===== src/rtl/stereo_pkg.sv =====
// Shared stereo-path items: search FSM states, default widths and clog2.
package stereo_pkg;

  typedef enum logic [1:0] {
    IDLE  = 2'd0,
    RUN   = 2'd1,
    DRAIN = 2'd2,
    DONE  = 2'd3
  } state_t;

  localparam int unsigned DEF_PIX_W    = 3;
  localparam int unsigned DEF_ADDR_W   = 11;
  localparam int unsigned DEF_DISP_W   = 6;
  localparam int unsigned DEF_WIN_LEN  = 64;
  localparam int unsigned DEF_MAX_DISP = 63;

  // Ceiling log2, usable in constant expressions (clog2(1) = 0).
  function automatic int unsigned clog2(input int unsigned value);
    int unsigned r;
    r = 0;
    for (int unsigned k = 0; k < 32; k++) begin
      if ((64'd1 << k) < 64'(value)) r = k + 1;
    end
    return r;
  endfunction

endpackage


===== src/rtl/sad_accum.sv =====
// Tagged |f-g| accumulate stage: registers the absolute difference, then
// either restarts (first sample of a disparity) or adds into the sum.
module sad_accum
  import stereo_pkg::*;
#(
  parameter int unsigned PIX_W = DEF_PIX_W,
  parameter int unsigned SAD_W = DEF_PIX_W + clog2(DEF_WIN_LEN)
) (
  input  logic             clk,
  input  logic             rst,
  input  logic             valid,
  input  logic             first,
  input  logic [PIX_W-1:0] fdata,
  input  logic [PIX_W-1:0] gdata,
  output logic [SAD_W-1:0] acc
);

  logic [PIX_W-1:0] diff_c;
  logic [PIX_W-1:0] diff_q;
  logic             valid_q;
  logic             first_q;

  // Absolute difference of the two pixels presented this cycle.
  always_comb begin
    diff_c = (fdata >= gdata) ? (fdata - gdata) : (gdata - fdata);
  end

  // Difference register followed by the overwrite-or-add accumulator.
  always_ff @(posedge clk or posedge rst) begin
    if (rst) begin
      diff_q  <= '0;
      valid_q <= 1'b0;
      first_q <= 1'b0;
      acc     <= '0;
    end else begin
      diff_q  <= diff_c;
      valid_q <= valid;
      first_q <= first;
      if (valid_q) begin
        if (first_q) acc <= SAD_W'(diff_q);
        else         acc <= acc + SAD_W'(diff_q);
      end
    end
  end

endmodule


===== src/rtl/sad_disparity_engine.sv =====
// SAD disparity search: sweeps d = 0..lim over a WIN_LEN strip of the f/g
// calc RAMs, accumulates |f-g| per disparity and reports the minimum.
module sad_disparity_engine
  import stereo_pkg::*;
#(
  parameter int unsigned PIX_W    = DEF_PIX_W,
  parameter int unsigned ADDR_W   = DEF_ADDR_W,
  parameter int unsigned WIN_LEN  = DEF_WIN_LEN,
  parameter int unsigned MAX_DISP = DEF_MAX_DISP,
  parameter int unsigned DISP_W   = DEF_DISP_W,
  parameter int unsigned SAD_W    = PIX_W + clog2(WIN_LEN)
) (
  input  logic              clk,
  input  logic              rst,
  input  logic              start,
  input  logic [ADDR_W-1:0] base_addr,
  input  logic [DISP_W-1:0] disp_lim,
  input  logic              dir,
  output logic [ADDR_W-1:0] address_f,
  output logic [ADDR_W-1:0] address_g,
  output logic              rden,
  input  logic [PIX_W-1:0]  fdata,
  input  logic [PIX_W-1:0]  gdata,
  output logic              busy,
  output logic              done,
  output logic [DISP_W-1:0] disp,
  output logic [SAD_W-1:0]  sad_min
);

  localparam int unsigned IDX_W = clog2(WIN_LEN);
  localparam logic [IDX_W-1:0] I_LAST = IDX_W'(WIN_LEN - 1);

  state_t            state;
  logic [ADDR_W-1:0] base_q;
  logic [DISP_W-1:0] lim_q;
  logic              dir_q;
  logic [IDX_W-1:0]  i_cnt;
  logic [DISP_W-1:0] d_cnt;

  logic [DISP_W-1:0] lim_clamped_c;
  logic [DISP_W-1:0] d_next_c;
  logic              last_issue_c;

  // Tag pipe: stage 1 lines up with RAM q, stage 2 with the accumulate edge.
  logic              v1, f1, l1;
  logic [DISP_W-1:0] d1;
  logic              v2, l2;
  logic [DISP_W-1:0] d2;

  // Compare stage: one cycle after the last sample of a disparity.
  logic              cmp_go;
  logic [DISP_W-1:0] cmp_d;
  logic [SAD_W-1:0]  acc;
  logic [SAD_W-1:0]  best_sad;
  logic [DISP_W-1:0] best_d;
  logic              take_c;
  logic              final_c;

  // Limit clamp, next-disparity value and end-of-sweep detect.
  always_comb begin
    lim_clamped_c = disp_lim;
    if (32'(disp_lim) > MAX_DISP) lim_clamped_c = DISP_W'(MAX_DISP);
    d_next_c     = d_cnt + DISP_W'(1);
    last_issue_c = (i_cnt == I_LAST) && (d_cnt == lim_q);
  end

  // Best-of decision: d==0 seeds the best, later disparities must be strictly lower.
  always_comb begin
    take_c  = (cmp_d == '0) || (acc < best_sad);
    final_c = cmp_go && (cmp_d == lim_q);
  end

  // Search FSM with address generation; all outputs registered.
  always_ff @(posedge clk or posedge rst) begin
    if (rst) begin
      state     <= IDLE;
      base_q    <= '0;
      lim_q     <= '0;
      dir_q     <= 1'b0;
      i_cnt     <= '0;
      d_cnt     <= '0;
      address_f <= '0;
      address_g <= '0;
      rden      <= 1'b0;
      busy      <= 1'b0;
    end else begin
      case (state)
        IDLE: begin
          if (start) begin
            base_q    <= base_addr;
            lim_q     <= lim_clamped_c;
            dir_q     <= dir;
            i_cnt     <= '0;
            d_cnt     <= '0;
            address_f <= base_addr;
            address_g <= base_addr;
            rden      <= 1'b1;
            busy      <= 1'b1;
            state     <= RUN;
          end
        end
        RUN: begin
          if (last_issue_c) begin
            rden  <= 1'b0;
            state <= DRAIN;
          end else if (i_cnt == I_LAST) begin
            i_cnt     <= '0;
            d_cnt     <= d_next_c;
            address_f <= base_q;
            address_g <= dir_q ? (base_q - ADDR_W'(d_next_c))
                               : (base_q + ADDR_W'(d_next_c));
          end else begin
            i_cnt     <= i_cnt + IDX_W'(1);
            address_f <= address_f + ADDR_W'(1);
            address_g <= address_g + ADDR_W'(1);
          end
        end
        DRAIN: begin
          if (final_c) begin
            busy  <= 1'b0;
            state <= DONE;
          end
        end
        DONE: begin
          state <= IDLE;
        end
        default: state <= IDLE;
      endcase
    end
  end

  // Two-stage tag pipe carrying valid/first/last/d alongside the RAM read.
  always_ff @(posedge clk or posedge rst) begin
    if (rst) begin
      v1     <= 1'b0;
      f1     <= 1'b0;
      l1     <= 1'b0;
      d1     <= '0;
      v2     <= 1'b0;
      l2     <= 1'b0;
      d2     <= '0;
      cmp_go <= 1'b0;
      cmp_d  <= '0;
    end else begin
      v1     <= rden;
      f1     <= (i_cnt == '0);
      l1     <= (i_cnt == I_LAST);
      d1     <= d_cnt;
      v2     <= v1;
      l2     <= l1;
      d2     <= d1;
      cmp_go <= v2 && l2;
      cmp_d  <= d2;
    end
  end

  sad_accum #(
    .PIX_W (PIX_W),
    .SAD_W (SAD_W)
  ) u_sad_accum (
    .clk   (clk),
    .rst   (rst),
    .valid (v1),
    .first (f1),
    .fdata (fdata),
    .gdata (gdata),
    .acc   (acc)
  );

  // Running best and result publication on the final compare.
  always_ff @(posedge clk or posedge rst) begin
    if (rst) begin
      best_sad <= '0;
      best_d   <= '0;
      disp     <= '0;
      sad_min  <= '0;
      done     <= 1'b0;
    end else begin
      done <= 1'b0;
      if (cmp_go) begin
        if (take_c) begin
          best_sad <= acc;
          best_d   <= cmp_d;
        end
        if (final_c) begin
          done    <= 1'b1;
          disp    <= take_c ? cmp_d : best_d;
          sad_min <= take_c ? acc : best_sad;
        end
      end
    end
  end

endmodule


===== config.mk =====
export PLATFORM = sky130hd
export DESIGN_NAME = sad_disparity_engine
export DESIGN_NICKNAME = d
export VERILOG_FILES = /design/src/rtl/stereo_pkg.sv /design/src/rtl/sad_accum.sv /design/src/rtl/sad_disparity_engine.sv
export SDC_FILE = /design/constraint.sdc
export NUM_CORES = 1
export LEC_CHECK = 0
export ABC_AREA = 1
export CELL_PAD_IN_SITES_DETAIL_PLACEMENT = 0
export CELL_PAD_IN_SITES_GLOBAL_PLACEMENT = 1
export CORE_MARGIN = 2
export CORE_UTILIZATION = 35
export CTS_CLUSTER_DIAMETER = 40
export DETAILED_ROUTE_END_ITERATION = 12
export DONT_BUFFER_PORTS = 1
export HOLD_SLACK_MARGIN = 0.15
export PLACE_DENSITY = 0.62
export RECOVER_POWER = 50
export SETUP_SLACK_MARGIN = 0.05
export SLEW_MARGIN = 25
export SYNTH_ARGS = -nofsm -noshare
export SYNTH_HDL_FRONTEND = slang
export SYNTH_HIERARCHICAL = 1
export SYNTH_SLANG_ARGS = --single-unit

===== constraint.sdc =====
create_clock -name clk -period 5.35 [get_ports clk]
set_clock_uncertainty 0.1 [all_clocks]
set_input_delay 1.07 -clock clk [delete_from_list [all_inputs] [get_ports clk]]
set_output_delay 1.07 -clock clk [all_outputs]
set_load 0.005 [all_outputs]

==> results.ini <==
[timing]
finalSetupViolations = 0
finalCritPeriodShare_pct = 61.7
fin_setup_tns_ns = 0
worst-slew-pin-transition_ns = 2.65
slew_viol_final = 56
maxSlewHeadroom_pct = -77.7
finalWorstSetupSlack_ns = 2.05
clock.fmax_ghz = 0.303
rsz0062_at_grt = false
hold_violations = 0
min_period_ns = 3.30

[worst_setup_path]
path_delay_family = simple AND/OR/NAND/NOR gates
critPathMaxFanout = 9
r2r_end = address_g[10]
cp_common_cell = nand2_1
startpoint_type = register
cp_slowest_cell = dfrtp_1
slowest_delay_ns = 0.47
cp_data_arrival_time_ns = 3.50
path_cells = ha_1, nand2_1, inv_1, or2_2, nand3_1, nand2_1, a31oi_1, xor2_1, ha_1, a21oi_1, o21ai_0, nand2_1, nand3b_1, nand3b_1, nand3_1, nand2_1, nand2_1, a21oi_1
ff2ff_path_depth = 18
crit_buf_inv = 1
crit_type = register to register
r2r_setup_slack_ns = 2.05
rr_startpoint = d_cnt[0]
cp-end-kind = register
critPathRequiredTime_ns = 5.55

[global_route]
grt_util_all_layers_pct = 18.3
grt_pass1_wl_mm = 29.1
grt-ovfl-total = 0
antenna_found_initial = 0
grt_pass1_vias = 5599
grt_max_degree = 58

[cells_and_area]
nets = 920
fin_util_pct = 39.9
drive_gt1_share_pct = 7.61
antenna_cells = 0
fillers = 2048
syn2layout_area_growth_pct = 11.9
fin_cells = 1132

[yosys]
syn_nets = 918
synth_ff_type = dfrtp_1
yosysUniqueCellTypes = 50
ys_async_sr_fraction_pct = 100
synth_edf_count = 0
syn-cell-area_mm2 = 0.00691
yosysSeqAreaShare_pct = 45.2
yosys_warnings = 6
synth_seq_cells = 125
syn_area_per_cell_um2 = 8.11
syn_inst = 852

[clocking]
holdBufCountCts = 0
post_cts_resized = 0
path_clk_slew_ns = 0.06
insertion_delay_ns = 0.42
cts-buffers-inserted = 17
post_cts_buffers = 0
cts_tree = yes
clock_path_buffers = 2
root_buffer = clkbuf_16
clkSinkCount = 125
cts-htree-levels = 4

[worst_hold_path]
min-delay-start = d1[1]
min_delay_path_depth = 0
worst_hold_path_type = register to register
whs_endpoint = d2[1]

[floorplan]
ios = 67
die_h_um = 145
core_mm2 = 0.0194
initial_core_util_pct = 35.6
rows = 51
die_w_um = 145
die_area_mm2 = 0.0209

[drt]
wire_per_inst_um = 15.7
route.vias.total = 5632
routed_via_density = 4.98
drc = 0
drtIter0Drc = 390
dr.pass1.iters = 5
finalWirelength_mm = 17.8
ant_nets = 0

[status]
outcome = finished, violations left
violations = max-capacitance violations, max-slew violations

[power]
finalPower_mw = 4.43
ir_worst_vdd_mv = 0.305
power_density_mw_per_mm2 = 573
leakage_nw = 3.68

[place]
dp_slack_ns = 2.06
place_congestion = 0.862
port_buffers = 0
dpl.hpwl_mm = 13.3
dp.cells = 1100

[job]
cap_viol_max_count = 1

[cells by family after synthesis]
family | Yosys count | synth area share [%]
XOR/XNOR | 14 | 1.77
AND/OR/NAND/NOR | 349 | 21.6
buffers and inverters | 137 | 7.95
flip-flops | 125 | 45.2
adder cells (fa/ha/maj) | 39 | 7.49
AO/OA/AOI/OAI | 188 | 15.9
[layout make-up]
cell class | count | area (um^2) | area share, %
repair buffers | 4 | 26.3 | 0.340
inverters | 116 | 437 | 5.64
well taps | 265 | 332 | 4.29
clock buffers | 18 | 439 | 5.68
multi-input cells | 590 | 3220 | 41.6
clock inverters | 14 | 158 | 2.04
flip-flops and latches | 125 | 3130 | 40.4
[Yosys cell counts, drive strengths merged, types with 9 or more instances]
master  number  area [um^2]
a21oi       67          395
a31oi        9         56.3
buf         10         72.6
clkbuf      11         41.3
dfrtp      125         3130
ha          35          438
inv        115          432
nand2      183          692
nand3       41          210
nand4       10         68.8
nor2        89          344
nor3        11         55.1
o21ai       80          400
[worst register-to-register path, delay by kind of cell (launching register included)]
kind	cells	cell delay, ns
flip-flops	1	0.47
AO/OA/AOI/OAI	4	0.74
buffers and inverters	1	0.05
AND/OR/NAND/NOR	10	1.06
adder cells (fa/ha/maj)	2	0.57
XOR/XNOR	1	0.19
[worst max path at each step]
stage | start | endpoint | slack (ns) | cells past startpoint
after global routing | d_cnt[0] | address_g[10] | 1.69 | 18
after floorplan | rst | address_f[0] | 1.25 | 1
after global placement | d_cnt[0] | address_g[10] | 2.18 | 18
after CTS | d_cnt[0] | address_g[10] | 2.04 | 18
after detailed placement | d_cnt[0] | address_g[10] | 2.06 | 18
final | d_cnt[0] | address_g[10] | 2.05 | 18
[report_power, final]
part / switching [mW] / internal [mW] / total, mW
Clock: 0.467 / 0.706 / 1.17
Combinational: 1.17 / 0.609 / 1.78
Sequential: 0.302 / 1.18 / 1.48
[sequential cells by signal, indices dropped and copies added, names as in the netlist, 9 cells and up]
signal / cells
base_q: 11
best_sad: 9
address_g: 11
sad_min: 9
address_f: 11
u_sad_accum/acc: 9
[per-stage QoR]
stage               cell area, um^2  hold WS (ns)
floorplan                      6910         0.231
global placement               7160         0.232
detailed placement             7160         0.235
CTS                            7760         0.241
global route                   7740         0.252
finish                         7740         0.239
[layout by cell type, fill, tap and decap left out, drive strengths merged, types with 2 or more instances in the layout]
| cell type | synthesis | final |
|---|---|---|
| a211oi | 2 | 2 |
| a21o | 2 | 2 |
| a21oi | 67 | 67 |
| a22oi | 6 | 6 |
| a31oi | 9 | 9 |
| a32oi | 2 | 2 |
| buf | 10 | 3 |
| bufinv | 0 | 2 |
| clkbuf | 11 | 19 |
| clkinv | 1 | 3 |
| clkinvlp | 0 | 6 |
| dfrtp | 125 | 125 |
| fa | 4 | 4 |
| ha | 35 | 35 |
| inv | 115 | 119 |
| nand2 | 183 | 183 |
| nand3 | 41 | 41 |
| nand3b | 2 | 2 |
| nand4 | 10 | 10 |
| nor2 | 89 | 89 |
| nor3 | 11 | 11 |
| nor3b | 3 | 3 |
| nor4 | 5 | 5 |
| o211ai | 2 | 2 |
| o21ai | 80 | 80 |
| o21bai | 2 | 2 |
| o221ai | 2 | 2 |
| o22ai | 8 | 8 |
| or2 | 3 | 3 |
| xnor2 | 7 | 7 |
| xor2 | 7 | 7 |
[layer usage]
layer  track usage [%]  vias up  wire length, um
met1              21.3     2651             7360
met3              5.53       28             1080
met5                 0        -                0
li1                  -     2817                -
met2              31.6      136             8870
met4              6.85        0              487
(Power assumes the default switching activity.)
